## config.mk

```make
export PLATFORM = sky130hd
export DESIGN_NAME = cv32e40x_xif_offload_flat
export DESIGN_NICKNAME = d
export VERILOG_FILES = /design/src/rtl/cv32e40x_xif_offload_pkg.sv /design/src/rtl/cv32e40x_xif_offload_if.sv /design/src/rtl/cv32e40x_xif_offload_table.sv /design/src/rtl/cv32e40x_xif_offload.sv /design/src/flat_wrapper.sv
export SDC_FILE = /design/constraint.sdc
export NUM_CORES = 1
export LEC_CHECK = 0
export BUFFER_PORTS_ARGS = -buffer_cell sky130_fd_sc_hd__buf_4
export CELL_PAD_IN_SITES_DETAIL_PLACEMENT = 0
export CELL_PAD_IN_SITES_GLOBAL_PLACEMENT = 1
export CORE_ASPECT_RATIO = 1.75
export CORE_UTILIZATION = 35
export DETAILED_ROUTE_END_ITERATION = 10
export PLACE_DENSITY = 0.73
export SLEW_MARGIN = 40
export SYNTH_ARGS = -nofsm -noshare
export SYNTH_HDL_FRONTEND = slang
export SYNTH_SLANG_ARGS = --single-unit
```

## constraint.sdc

```tcl
create_clock -name clk -period 5.6 [get_ports clk]
set_input_delay 1.12 -clock clk [delete_from_list [all_inputs] [get_ports clk]]
set_output_delay 1.12 -clock clk [all_outputs]
set_load 0.05 [all_outputs]
```

## src/rtl/cv32e40x_xif_offload_pkg.sv

```systemverilog
// Shared configuration, types and helpers for the XIF offload initiator slice.
package cv32e40x_xif_offload_pkg;

    localparam int unsigned X_ID_WIDTH      = 4;
    localparam int unsigned X_RFR_WIDTH     = 32;
    localparam int unsigned X_RFW_WIDTH     = 32;
    localparam int unsigned MAX_OUTSTANDING = 4;

    localparam int unsigned CNT_WIDTH  = $clog2(MAX_OUTSTANDING + 1);
    localparam int unsigned SLOT_WIDTH = (MAX_OUTSTANDING > 1) ? $clog2(MAX_OUTSTANDING) : 1;

    localparam int unsigned RD_FIELD_LSB = 7;
    localparam int unsigned RD_FIELD_MSB = 11;

    typedef logic [CNT_WIDTH-1:0]  cnt_t;
    typedef logic [SLOT_WIDTH-1:0] slot_t;
    typedef logic [X_ID_WIDTH-1:0] xid_t;

    typedef struct packed {
        logic       valid;
        xid_t       id;
        logic [4:0] rd;
        logic       writeback;
        logic       committed;
    } entry_t;

    // Circular increment over table slots, safe for non power-of-two depths.
    function automatic slot_t slot_inc(slot_t p);
        return (p == slot_t'(MAX_OUTSTANDING - 1)) ? '0 : p + slot_t'(1);
    endfunction

endpackage

```

## src/rtl/cv32e40x_xif_offload_if.sv

```systemverilog
// XIF issue/commit/result channel bundle between core (master) and coprocessor (slave).
interface cv32e40x_xif_offload_if;
    import cv32e40x_xif_offload_pkg::*;

    logic                     issue_valid;
    logic                     issue_ready;
    logic [31:0]              issue_instr;
    xid_t                     issue_id;
    logic [2*X_RFR_WIDTH-1:0] issue_rs;
    logic [1:0]               issue_rs_valid;
    logic                     issue_accept;
    logic                     issue_writeback;

    logic                     commit_valid;
    xid_t                     commit_id;
    logic                     commit_kill;

    logic                     result_valid;
    logic                     result_ready;
    xid_t                     result_id;
    logic [X_RFW_WIDTH-1:0]   result_data;
    logic [4:0]               result_rd;
    logic                     result_we;

    modport master (
        output issue_valid, issue_instr, issue_id, issue_rs, issue_rs_valid,
        output commit_valid, commit_id, commit_kill,
        output result_ready,
        input  issue_ready, issue_accept, issue_writeback,
        input  result_valid, result_id, result_data, result_rd, result_we
    );

    modport slave (
        input  issue_valid, issue_instr, issue_id, issue_rs, issue_rs_valid,
        input  commit_valid, commit_id, commit_kill,
        input  result_ready,
        output issue_ready, issue_accept, issue_writeback,
        output result_valid, result_id, result_data, result_rd, result_we
    );

endinterface

```

## src/rtl/cv32e40x_xif_offload_table.sv

```systemverilog
// Outstanding-offload table: slot allocation, in-order commit order, result lookup,
// full flag and per-register busy bits.
module cv32e40x_xif_offload_table
    import cv32e40x_xif_offload_pkg::*;
(
    input  logic        clk,
    input  logic        rst_n,

    input  logic        i_alloc,
    input  xid_t        i_alloc_id,
    input  logic [4:0]  i_alloc_rd,
    input  logic        i_alloc_wb,

    input  logic        i_commit,
    input  logic        i_commit_kill,
    output logic        o_commit_hit_c,
    output xid_t        o_commit_id_c,

    input  logic        i_res,
    input  xid_t        i_res_id,
    output logic        o_res_hit_c,

    output logic        o_full_c,
    output logic [31:0] o_rd_busy
);

    entry_t [MAX_OUTSTANDING-1:0] r_ent;
    entry_t [MAX_OUTSTANDING-1:0] w_ent_nxt;
    slot_t  [MAX_OUTSTANDING-1:0] r_ord;
    slot_t                        r_ord_head;
    slot_t                        r_ord_tail;
    cnt_t                         r_count;
    cnt_t                         r_unc_count;
    logic [31:0]                  r_rd_busy;

    slot_t       w_commit_slot;
    slot_t       w_res_slot;
    slot_t       w_free_slot;
    logic        w_do_commit;
    int          w_n_free;
    cnt_t        w_count_nxt;
    cnt_t        w_unc_nxt;
    logic [31:0] w_busy_nxt;

    assign o_full_c  = (r_count == cnt_t'(MAX_OUTSTANDING));
    assign o_rd_busy = r_rd_busy;

    // Next table contents from commit, result free and allocation in this cycle.
    always_comb begin
        w_ent_nxt      = r_ent;
        w_n_free       = 0;
        w_commit_slot  = r_ord[r_ord_head];
        o_commit_hit_c = (r_unc_count != '0);
        o_commit_id_c  = r_ent[w_commit_slot].id;
        w_do_commit    = i_commit && o_commit_hit_c;

        o_res_hit_c = 1'b0;
        w_res_slot  = '0;
        for (int i = 0; i < int'(MAX_OUTSTANDING); i++) begin
            if (r_ent[i].valid && r_ent[i].committed && (r_ent[i].id == i_res_id)) begin
                o_res_hit_c = 1'b1;
                w_res_slot  = slot_t'(i);
            end
        end

        w_free_slot = '0;
        for (int i = int'(MAX_OUTSTANDING) - 1; i >= 0; i--) begin
            if (!r_ent[i].valid) begin
                w_free_slot = slot_t'(i);
            end
        end

        // Killed or no-writeback entries retire at commit; others wait for a result.
        if (w_do_commit) begin
            if (i_commit_kill || !r_ent[w_commit_slot].writeback) begin
                w_ent_nxt[w_commit_slot].valid = 1'b0;
                w_n_free++;
            end else begin
                w_ent_nxt[w_commit_slot].committed = 1'b1;
            end
        end

        if (i_res && o_res_hit_c) begin
            w_ent_nxt[w_res_slot].valid = 1'b0;
            w_n_free++;
        end

        if (i_alloc) begin
            w_ent_nxt[w_free_slot] = '{valid: 1'b1, id: i_alloc_id, rd: i_alloc_rd,
                                       writeback: i_alloc_wb, committed: 1'b0};
        end

        w_count_nxt = cnt_t'(int'(r_count) + int'(i_alloc) - w_n_free);
        w_unc_nxt   = cnt_t'(int'(r_unc_count) + int'(i_alloc) - int'(w_do_commit));
    end

    // Busy bits follow the next-state table, so a same-cycle set beats a clear.
    always_comb begin
        w_busy_nxt = '0;
        for (int i = 0; i < int'(MAX_OUTSTANDING); i++) begin
            if (w_ent_nxt[i].valid && w_ent_nxt[i].writeback) begin
                w_busy_nxt[w_ent_nxt[i].rd] = 1'b1;
            end
        end
        w_busy_nxt[0] = 1'b0;
    end

    always_ff @(posedge clk or negedge rst_n) begin
        if (!rst_n) begin
            r_ent       <= '0;
            r_ord       <= '0;
            r_ord_head  <= '0;
            r_ord_tail  <= '0;
            r_count     <= '0;
            r_unc_count <= '0;
            r_rd_busy   <= '0;
        end else begin
            r_ent       <= w_ent_nxt;
            r_count     <= w_count_nxt;
            r_unc_count <= w_unc_nxt;
            r_rd_busy   <= w_busy_nxt;
            if (i_alloc) begin
                r_ord[r_ord_tail] <= w_free_slot;
                r_ord_tail        <= slot_inc(r_ord_tail);
            end
            if (w_do_commit) begin
                r_ord_head <= slot_inc(r_ord_head);
            end
        end
    end

endmodule

```

## src/rtl/cv32e40x_xif_offload.sv

```systemverilog
// Core-side XIF initiator: issue register, commit forwarding and result write-back
// into the register file, backed by the outstanding-offload table.
module cv32e40x_xif_offload
    import cv32e40x_xif_offload_pkg::*;
(
    input  logic                   clk,
    input  logic                   rst_n,

    input  logic                   instr_valid_i,
    output logic                   instr_ready_o,
    input  logic [31:0]            instr_i,
    input  logic [X_RFR_WIDTH-1:0] rs1_i,
    input  logic [X_RFR_WIDTH-1:0] rs2_i,
    input  logic [1:0]             rs_valid_i,

    output logic                   offload_accepted_o,
    output logic                   offload_rejected_o,

    input  logic                   commit_valid_i,
    input  logic                   commit_kill_i,

    output logic [31:0]            rd_busy_o,

    output logic                   rf_we_o,
    output logic [4:0]             rf_waddr_o,
    output logic [X_RFW_WIDTH-1:0] rf_wdata_o,
    input  logic                   rf_wready_i,

    output logic                   protocol_err_o,

    cv32e40x_xif_offload_if.master xif
);

    logic                     r_active;
    logic                     r_issue_valid;
    logic [31:0]              r_issue_instr;
    xid_t                     r_issue_id;
    logic [2*X_RFR_WIDTH-1:0] r_issue_rs;
    logic [1:0]               r_issue_rs_valid;
    xid_t                     r_id_cnt;

    logic                     r_commit_valid;
    xid_t                     r_commit_id;
    logic                     r_commit_kill;

    logic                     r_wb_valid;
    logic                     r_wb_we;
    logic [4:0]               r_wb_rd;
    logic [X_RFW_WIDTH-1:0]   r_wb_data;
    logic                     r_protocol_err;

    logic w_full;
    logic w_instr_hs;
    logic w_issue_hs;
    logic w_res_hs;
    logic w_res_hit;
    logic w_result_ready;
    logic w_commit_hit;
    xid_t w_commit_id;

    // Readies are held low until the first clock after reset release.
    assign instr_ready_o  = r_active && !r_issue_valid && !w_full;
    assign w_instr_hs     = instr_valid_i && instr_ready_o;
    assign w_issue_hs     = r_issue_valid && xif.issue_ready;
    assign w_result_ready = r_active && (!r_wb_valid || rf_wready_i);
    assign w_res_hs       = xif.result_valid && w_result_ready;

    assign offload_accepted_o = w_issue_hs && xif.issue_accept;
    assign offload_rejected_o = w_issue_hs && !xif.issue_accept;

    assign xif.issue_valid    = r_issue_valid;
    assign xif.issue_instr    = r_issue_instr;
    assign xif.issue_id       = r_issue_id;
    assign xif.issue_rs       = r_issue_rs;
    assign xif.issue_rs_valid = r_issue_rs_valid;
    assign xif.commit_valid   = r_commit_valid;
    assign xif.commit_id      = r_commit_id;
    assign xif.commit_kill    = r_commit_kill;
    assign xif.result_ready   = w_result_ready;

    assign rf_we_o        = r_wb_valid && r_wb_we;
    assign rf_waddr_o     = r_wb_rd;
    assign rf_wdata_o     = r_wb_data;
    assign protocol_err_o = r_protocol_err;

    cv32e40x_xif_offload_table u_table (
        .clk            (clk),
        .rst_n          (rst_n),
        .i_alloc        (w_issue_hs && xif.issue_accept),
        .i_alloc_id     (r_issue_id),
        .i_alloc_rd     (r_issue_instr[RD_FIELD_MSB:RD_FIELD_LSB]),
        .i_alloc_wb     (xif.issue_writeback),
        .i_commit       (commit_valid_i),
        .i_commit_kill  (commit_kill_i),
        .o_commit_hit_c (w_commit_hit),
        .o_commit_id_c  (w_commit_id),
        .i_res          (w_res_hs),
        .i_res_id       (xif.result_id),
        .o_res_hit_c    (w_res_hit),
        .o_full_c       (w_full),
        .o_rd_busy      (rd_busy_o)
    );

    // Issue register and ID counter; the counter advances on every issue handshake.
    always_ff @(posedge clk or negedge rst_n) begin
        if (!rst_n) begin
            r_active         <= 1'b0;
            r_issue_valid    <= 1'b0;
            r_issue_instr    <= '0;
            r_issue_id       <= '0;
            r_issue_rs       <= '0;
            r_issue_rs_valid <= '0;
            r_id_cnt         <= '0;
        end else begin
            r_active <= 1'b1;
            if (w_instr_hs) begin
                r_issue_valid    <= 1'b1;
                r_issue_instr    <= instr_i;
                r_issue_id       <= r_id_cnt;
                r_issue_rs       <= {rs2_i, rs1_i};
                r_issue_rs_valid <= rs_valid_i;
            end else if (w_issue_hs) begin
                r_issue_valid <= 1'b0;
            end
            if (w_issue_hs) begin
                r_id_cnt <= r_id_cnt + xid_t'(1);
            end
        end
    end

    // One-cycle commit transaction for the oldest uncommitted entry.
    always_ff @(posedge clk or negedge rst_n) begin
        if (!rst_n) begin
            r_commit_valid <= 1'b0;
            r_commit_id    <= '0;
            r_commit_kill  <= 1'b0;
        end else begin
            r_commit_valid <= commit_valid_i && w_commit_hit;
            r_commit_id    <= (commit_valid_i && w_commit_hit) ? w_commit_id : '0;
            r_commit_kill  <= commit_valid_i && w_commit_hit && commit_kill_i;
        end
    end

    // Write-back register holds a result until the register file accepts it.
    always_ff @(posedge clk or negedge rst_n) begin
        if (!rst_n) begin
            r_wb_valid     <= 1'b0;
            r_wb_we        <= 1'b0;
            r_wb_rd        <= '0;
            r_wb_data      <= '0;
            r_protocol_err <= 1'b0;
        end else begin
            if (w_res_hs && w_res_hit) begin
                r_wb_valid <= 1'b1;
                r_wb_we    <= xif.result_we;
                r_wb_rd    <= xif.result_rd;
                r_wb_data  <= xif.result_data;
            end else if (rf_wready_i) begin
                r_wb_valid <= 1'b0;
            end
            r_protocol_err <= w_res_hs && !w_res_hit;
        end
    end

endmodule

```

## src/flat_wrapper.sv

```systemverilog
// flat-port wrapper written by rule: the top's interface ports become plain ports
module cv32e40x_xif_offload_flat import cv32e40x_xif_offload_pkg::*;
  (clk, rst_n, instr_valid_i, instr_ready_o, instr_i, rs1_i, rs2_i, rs_valid_i, offload_accepted_o, offload_rejected_o, commit_valid_i, commit_kill_i, rd_busy_o, rf_we_o, rf_waddr_o, rf_wdata_o, rf_wready_i, protocol_err_o, xif_issue_valid, xif_issue_instr, xif_issue_id, xif_issue_rs, xif_issue_rs_valid, xif_commit_valid, xif_commit_id, xif_commit_kill, xif_result_ready, xif_issue_ready, xif_issue_accept, xif_issue_writeback, xif_result_valid, xif_result_id, xif_result_data, xif_result_rd, xif_result_we);
  cv32e40x_xif_offload_if xif_i ();
  input  logic clk;
  input  logic rst_n;
  input  logic instr_valid_i;
  output logic instr_ready_o;
  input  logic [31:0] instr_i;
  input  logic [X_RFR_WIDTH-1:0] rs1_i;
  input  logic [X_RFR_WIDTH-1:0] rs2_i;
  input  logic [1:0] rs_valid_i;
  output logic offload_accepted_o;
  output logic offload_rejected_o;
  input  logic commit_valid_i;
  input  logic commit_kill_i;
  output logic [31:0] rd_busy_o;
  output logic rf_we_o;
  output logic [4:0] rf_waddr_o;
  output logic [X_RFW_WIDTH-1:0] rf_wdata_o;
  input  logic rf_wready_i;
  output logic protocol_err_o;
  output wire logic [$bits(xif_i.issue_valid)-1:0] xif_issue_valid;
  output wire logic [$bits(xif_i.issue_instr)-1:0] xif_issue_instr;
  output wire logic [$bits(xif_i.issue_id)-1:0] xif_issue_id;
  output wire logic [$bits(xif_i.issue_rs)-1:0] xif_issue_rs;
  output wire logic [$bits(xif_i.issue_rs_valid)-1:0] xif_issue_rs_valid;
  output wire logic [$bits(xif_i.commit_valid)-1:0] xif_commit_valid;
  output wire logic [$bits(xif_i.commit_id)-1:0] xif_commit_id;
  output wire logic [$bits(xif_i.commit_kill)-1:0] xif_commit_kill;
  output wire logic [$bits(xif_i.result_ready)-1:0] xif_result_ready;
  input wire logic [$bits(xif_i.issue_ready)-1:0] xif_issue_ready;
  input wire logic [$bits(xif_i.issue_accept)-1:0] xif_issue_accept;
  input wire logic [$bits(xif_i.issue_writeback)-1:0] xif_issue_writeback;
  input wire logic [$bits(xif_i.result_valid)-1:0] xif_result_valid;
  input wire logic [$bits(xif_i.result_id)-1:0] xif_result_id;
  input wire logic [$bits(xif_i.result_data)-1:0] xif_result_data;
  input wire logic [$bits(xif_i.result_rd)-1:0] xif_result_rd;
  input wire logic [$bits(xif_i.result_we)-1:0] xif_result_we;
  assign xif_issue_valid = xif_i.issue_valid;
  assign xif_issue_instr = xif_i.issue_instr;
  assign xif_issue_id = xif_i.issue_id;
  assign xif_issue_rs = xif_i.issue_rs;
  assign xif_issue_rs_valid = xif_i.issue_rs_valid;
  assign xif_commit_valid = xif_i.commit_valid;
  assign xif_commit_id = xif_i.commit_id;
  assign xif_commit_kill = xif_i.commit_kill;
  assign xif_result_ready = xif_i.result_ready;
  assign xif_i.issue_ready = xif_issue_ready;
  assign xif_i.issue_accept = xif_issue_accept;
  assign xif_i.issue_writeback = xif_issue_writeback;
  assign xif_i.result_valid = xif_result_valid;
  assign xif_i.result_id = xif_result_id;
  assign xif_i.result_data = xif_result_data;
  assign xif_i.result_rd = xif_result_rd;
  assign xif_i.result_we = xif_result_we;
  cv32e40x_xif_offload u_core (.clk(clk), .rst_n(rst_n), .instr_valid_i(instr_valid_i), .instr_ready_o(instr_ready_o), .instr_i(instr_i), .rs1_i(rs1_i), .rs2_i(rs2_i), .rs_valid_i(rs_valid_i), .offload_accepted_o(offload_accepted_o), .offload_rejected_o(offload_rejected_o), .commit_valid_i(commit_valid_i), .commit_kill_i(commit_kill_i), .rd_busy_o(rd_busy_o), .rf_we_o(rf_we_o), .rf_waddr_o(rf_waddr_o), .rf_wdata_o(rf_wdata_o), .rf_wready_i(rf_wready_i), .protocol_err_o(protocol_err_o), .xif(xif_i));
endmodule
```

==> impl_metrics.yaml <==
floorplanning:
  core_um2: 30800
  boundaryPins: 334
  die_h_um: 237
  dieArea_um2: 32200
  start_util: 0.357
  std_cell_rows: 85
  die_w_um: 136
drt:
  drt-met1-wl_um: 11700
  drc_errors: 0
  dr_wl_met3_um: 2300
  dr_total_vias: 8249
  wl_met2_um: 16800
  drtAntennaViolNets: 0
  top_layer_used: "met4"
  wl_um: 32500
  via_per_inst: 5.03
  wl_per_cell_um: 19.8
  drtPass1Iterations: 7
  dr.first_iter.drc_count: 378
sta:
  finalClockSkew_ps: 18.7
  holdWs_ps: 466
  grt_setup_unrepaired: "no"
  tns_ps: 0
  setup_viol: 0
  setup_slack_ps: 2010
  fmaxAchievable_mhz: 279
  fin_crit_ps: 3590
  report.final.slew_viol_count: 0
  max_slew_margin: 0.436
  hold_viol_final: 0
  min_period_over_period: 0.641
  worst_pin_slew_ps: 843
job:
  cap_violations: 0
placement:
  io_buffers: 332
  dp_hpwl_um: 24800
  gp_congestion: 0.911
  post-place-ws_ps: 1430
  placed_area_um2: 14000
setup_path:
  critPathTopFamily: "adder cells"
  crit_path_start_kind: "input port"
  cp.required_ps: 6060
  max_stage_delay_ps: 440
  crit_path_end_kind: "flip-flop"
  ff2ff_path_depth: 14
  path_buf_inv: 3
  crit_cells: 15
  path_class: "input port to flip-flop"
  cp_max_fo: 5
  arrival_ps: 4050
  crit_top_cell: "ha_1"
  reg2reg_to: "u_core.u_table.r_count[2]"
  regToRegSetupSlack_ps: 2100
  path_cells: "buf_4, nor2b_1, a2111o_1, nor4_1, or3_1, nor2_1, nor2_4, ha_1, ha_1, inv_1, ha_1, inv_1, fa_1, xnor2_1, xnor2_1"
  r2r_start: "u_core.u_table.r_ord_head[0]"
  slowest_stage: "nor4_1"
synthesis:
  syn_inst: 895
  synth_xor_area_frac: 0.0159
  synth_mux_area_frac: 0.196
  yosysWarnings: 0
  synth_cell_type_count: 60
  synthTopCellsByArea: "dfrtp_1 57%, mux2_2 17%, nand2_1 3.1%"
  syn_area_per_cell_um2: 12.3
  synth-adder-area-share: 0.0173
  netlist.area_leader.share: 0.570
  yosys-top-cells-count: "251 x dfrtp_1, 162 x mux2_2, 91 x nand2_1, 51 x nor2_1, 35 x inv_1"
  synthArstFlopShare: 1.00
  synth_nets: 1059
  yosys.area_share.simple: 0.105
  ys.flop_type: "dfrtp_1"
  seq_area_frac_synth: 0.570
  yosys.area.top_type: "dfrtp_1"
  ys_ff_latch: 251
  synth_area_um2: 11000
  yosysMostFrequentCell: "dfrtp_1"
  synth_compound_area_frac: 0.0689
  synth_top_family_by_area: "multiplexers"
  synth_edf_count: 0
clocking:
  hold_buffers: 0
  clockBufferDepth: 3
  cts_tree: "done"
  clkLatencyLatePin_ps: 550
  cts_root_buf: "clkbuf_16"
  h-tree-depth: 1
  cts_buffers: 25
  post_cts_resized: 0
  postCtsSetupBuffers: 0
  path_clk_slew_ps: 70
  cts.sinks: 251
grt:
  groute.usage.overall: 0.205
  grt-ovfl-total: 0
  grt_start_max_net_pins: 76
  grt_pass1_wl_um: 49900
  grt_pass1_vias: 8549
  antenna_found_initial: 0
power:
  p_leak_uw: 0.00706
  p_seq_frac: 0.334
  swShare: 0.454
  vdd_ir_drop_max_v: 0.000398
  p_switching_uw: 3940
  p_comb_frac: 0.470
  total_power_uw: 8680
  p_int_uw: 4740
  powerDensity_nw_per_um2: 583
  clkPwrFrac: 0.196
worst_hold_path:
  hp-class: "flip-flop to flip-flop"
  holdPathEnd: "u_core.r_id_cnt[3]"
  whs_path_depth: 1
  hp-start: "u_core.r_id_cnt[3]"
final_layout:
  area_delta_synth_final_pct: 35.0
  antenna_cells: 0
  final_nets: 1394
  stdcell_area_um2: 14900
  drive_above_1_share: 0.456
run_status:
  outcome: "completed"
[worst max-delay path by stage]
stage | startpoint | to | slack, ps
3_3_place_gp | xif_result_id[3] | u_core.u_table.r_count[2] | 1470
3_5_place_dp | xif_result_id[3] | u_core.u_table.r_count[2] | 1430
4_1_cts | xif_result_id[3] | u_core.u_table.r_count[2] | 2010
5_1_grt | xif_result_id[3] | u_core.u_table.r_count[2] | 1820
6_report | xif_result_id[3] | u_core.u_table.r_count[2] | 2010
2_1_floorplan | xif_result_id[0] | u_core.u_table.r_count[2] | 1390
[cell families (layout without fill, tap and decap cells)]
family | Yosys count | after routing
AO/OA/AOI/OAI | 106 | 106
AND/OR/NAND/NOR | 242 | 242
multiplexers | 188 | 188
buffers and inverters | 72 | 426
XOR/XNOR | 20 | 20
flip-flops | 251 | 251
adder cells (fa/ha/maj) | 14 | 14
other | 2 | 2
[power by group through the flow]
stage | logic [uW] | registers [uW] | clock network, uW
final | 4080 | 2900 | 1700
after detailed placement | 4100 | 2940 | 0
after global routing | 4280 | 2990 | 1830
after floorplan | 1150 | 4450 | 0
after CTS | 4100 | 2910 | 1770
after global placement | 4040 | 2900 | 0
[cell type report]
type	count	area, um2
clock buffer	29	671
clock inverter	17	165
fill	2865	16000
inverter	36	135
multi-input combinational	572	4520
sequential	251	6280
tap	391	489
timing repair buffer	344	2620
[worst register-to-register path: stages, from the launching register on]
cell	delay, ps
dfrtp_1	450
mux4_2	740
nor2_1	160
a21oi_1	50
mux2_2	280
nor2_1	110
nor2_1	100
ha_1	340
ha_1	270
inv_1	60
ha_1	130
inv_1	40
fa_1	370
xnor2_1	180
xnor2_1	150
[sequential cells by signal, summed over array words and instances (netlist names), 3 cells and up]
| signal | cells |
|---|---|
| u_core.u_table.r_ord | 8 |
| u_core.u_table.r_unc_count | 3 |
| u_core.u_table.r_count | 3 |
| u_core.xif.issue_instr | 32 |
| u_core.xif.commit_id | 4 |
| u_core.rf_wdata_o | 32 |
| u_core.rf_waddr_o | 5 |
| u_core.xif.issue_id | 4 |
| u_core.u_table.o_rd_busy | 31 |
| u_core.u_table.r_ent | 48 |
| u_core.r_id_cnt | 4 |
| u_core.xif.issue_rs | 64 |
[metal layers]
metal / vias up / track usage
met5: - / 0
met4: 0 / 0.114
met3: 90 / 0.0480
met2: 311 / 0.360
met1: 4027 / 0.223
li1: 3821 / -
[layout by cell type, fill, tap and decap left out, types with 6 or more instances in the layout]
cell type and instances:
a21oi_1 11, a22oi_1 12, a31oi_1 13, and2_1 12, buf_4 341, clkbuf_16 25, clkinv_2 6, dfrtp_1 251
ha_1 12, inv_1 35, mux2_2 162, mux2i_1 18, mux4_2 6, nand2_1 90, nand2b_1 9, nand3_1 33
nor2_1 50, nor2b_1 7, nor3_1 14, o211ai_1 33, o21ai_0 14, xnor2_1 14, xor2_1 6
[through the flow]
stage          std cells   util
4_1_cts             1640  0.483
3_3_place_gp        1593  0.453
6_report            1640  0.483
2_1_floorplan        895      -
5_1_grt             1640  0.483
3_5_place_dp        1594  0.455
No activity file was read; power rests on OpenSTA's default activity.
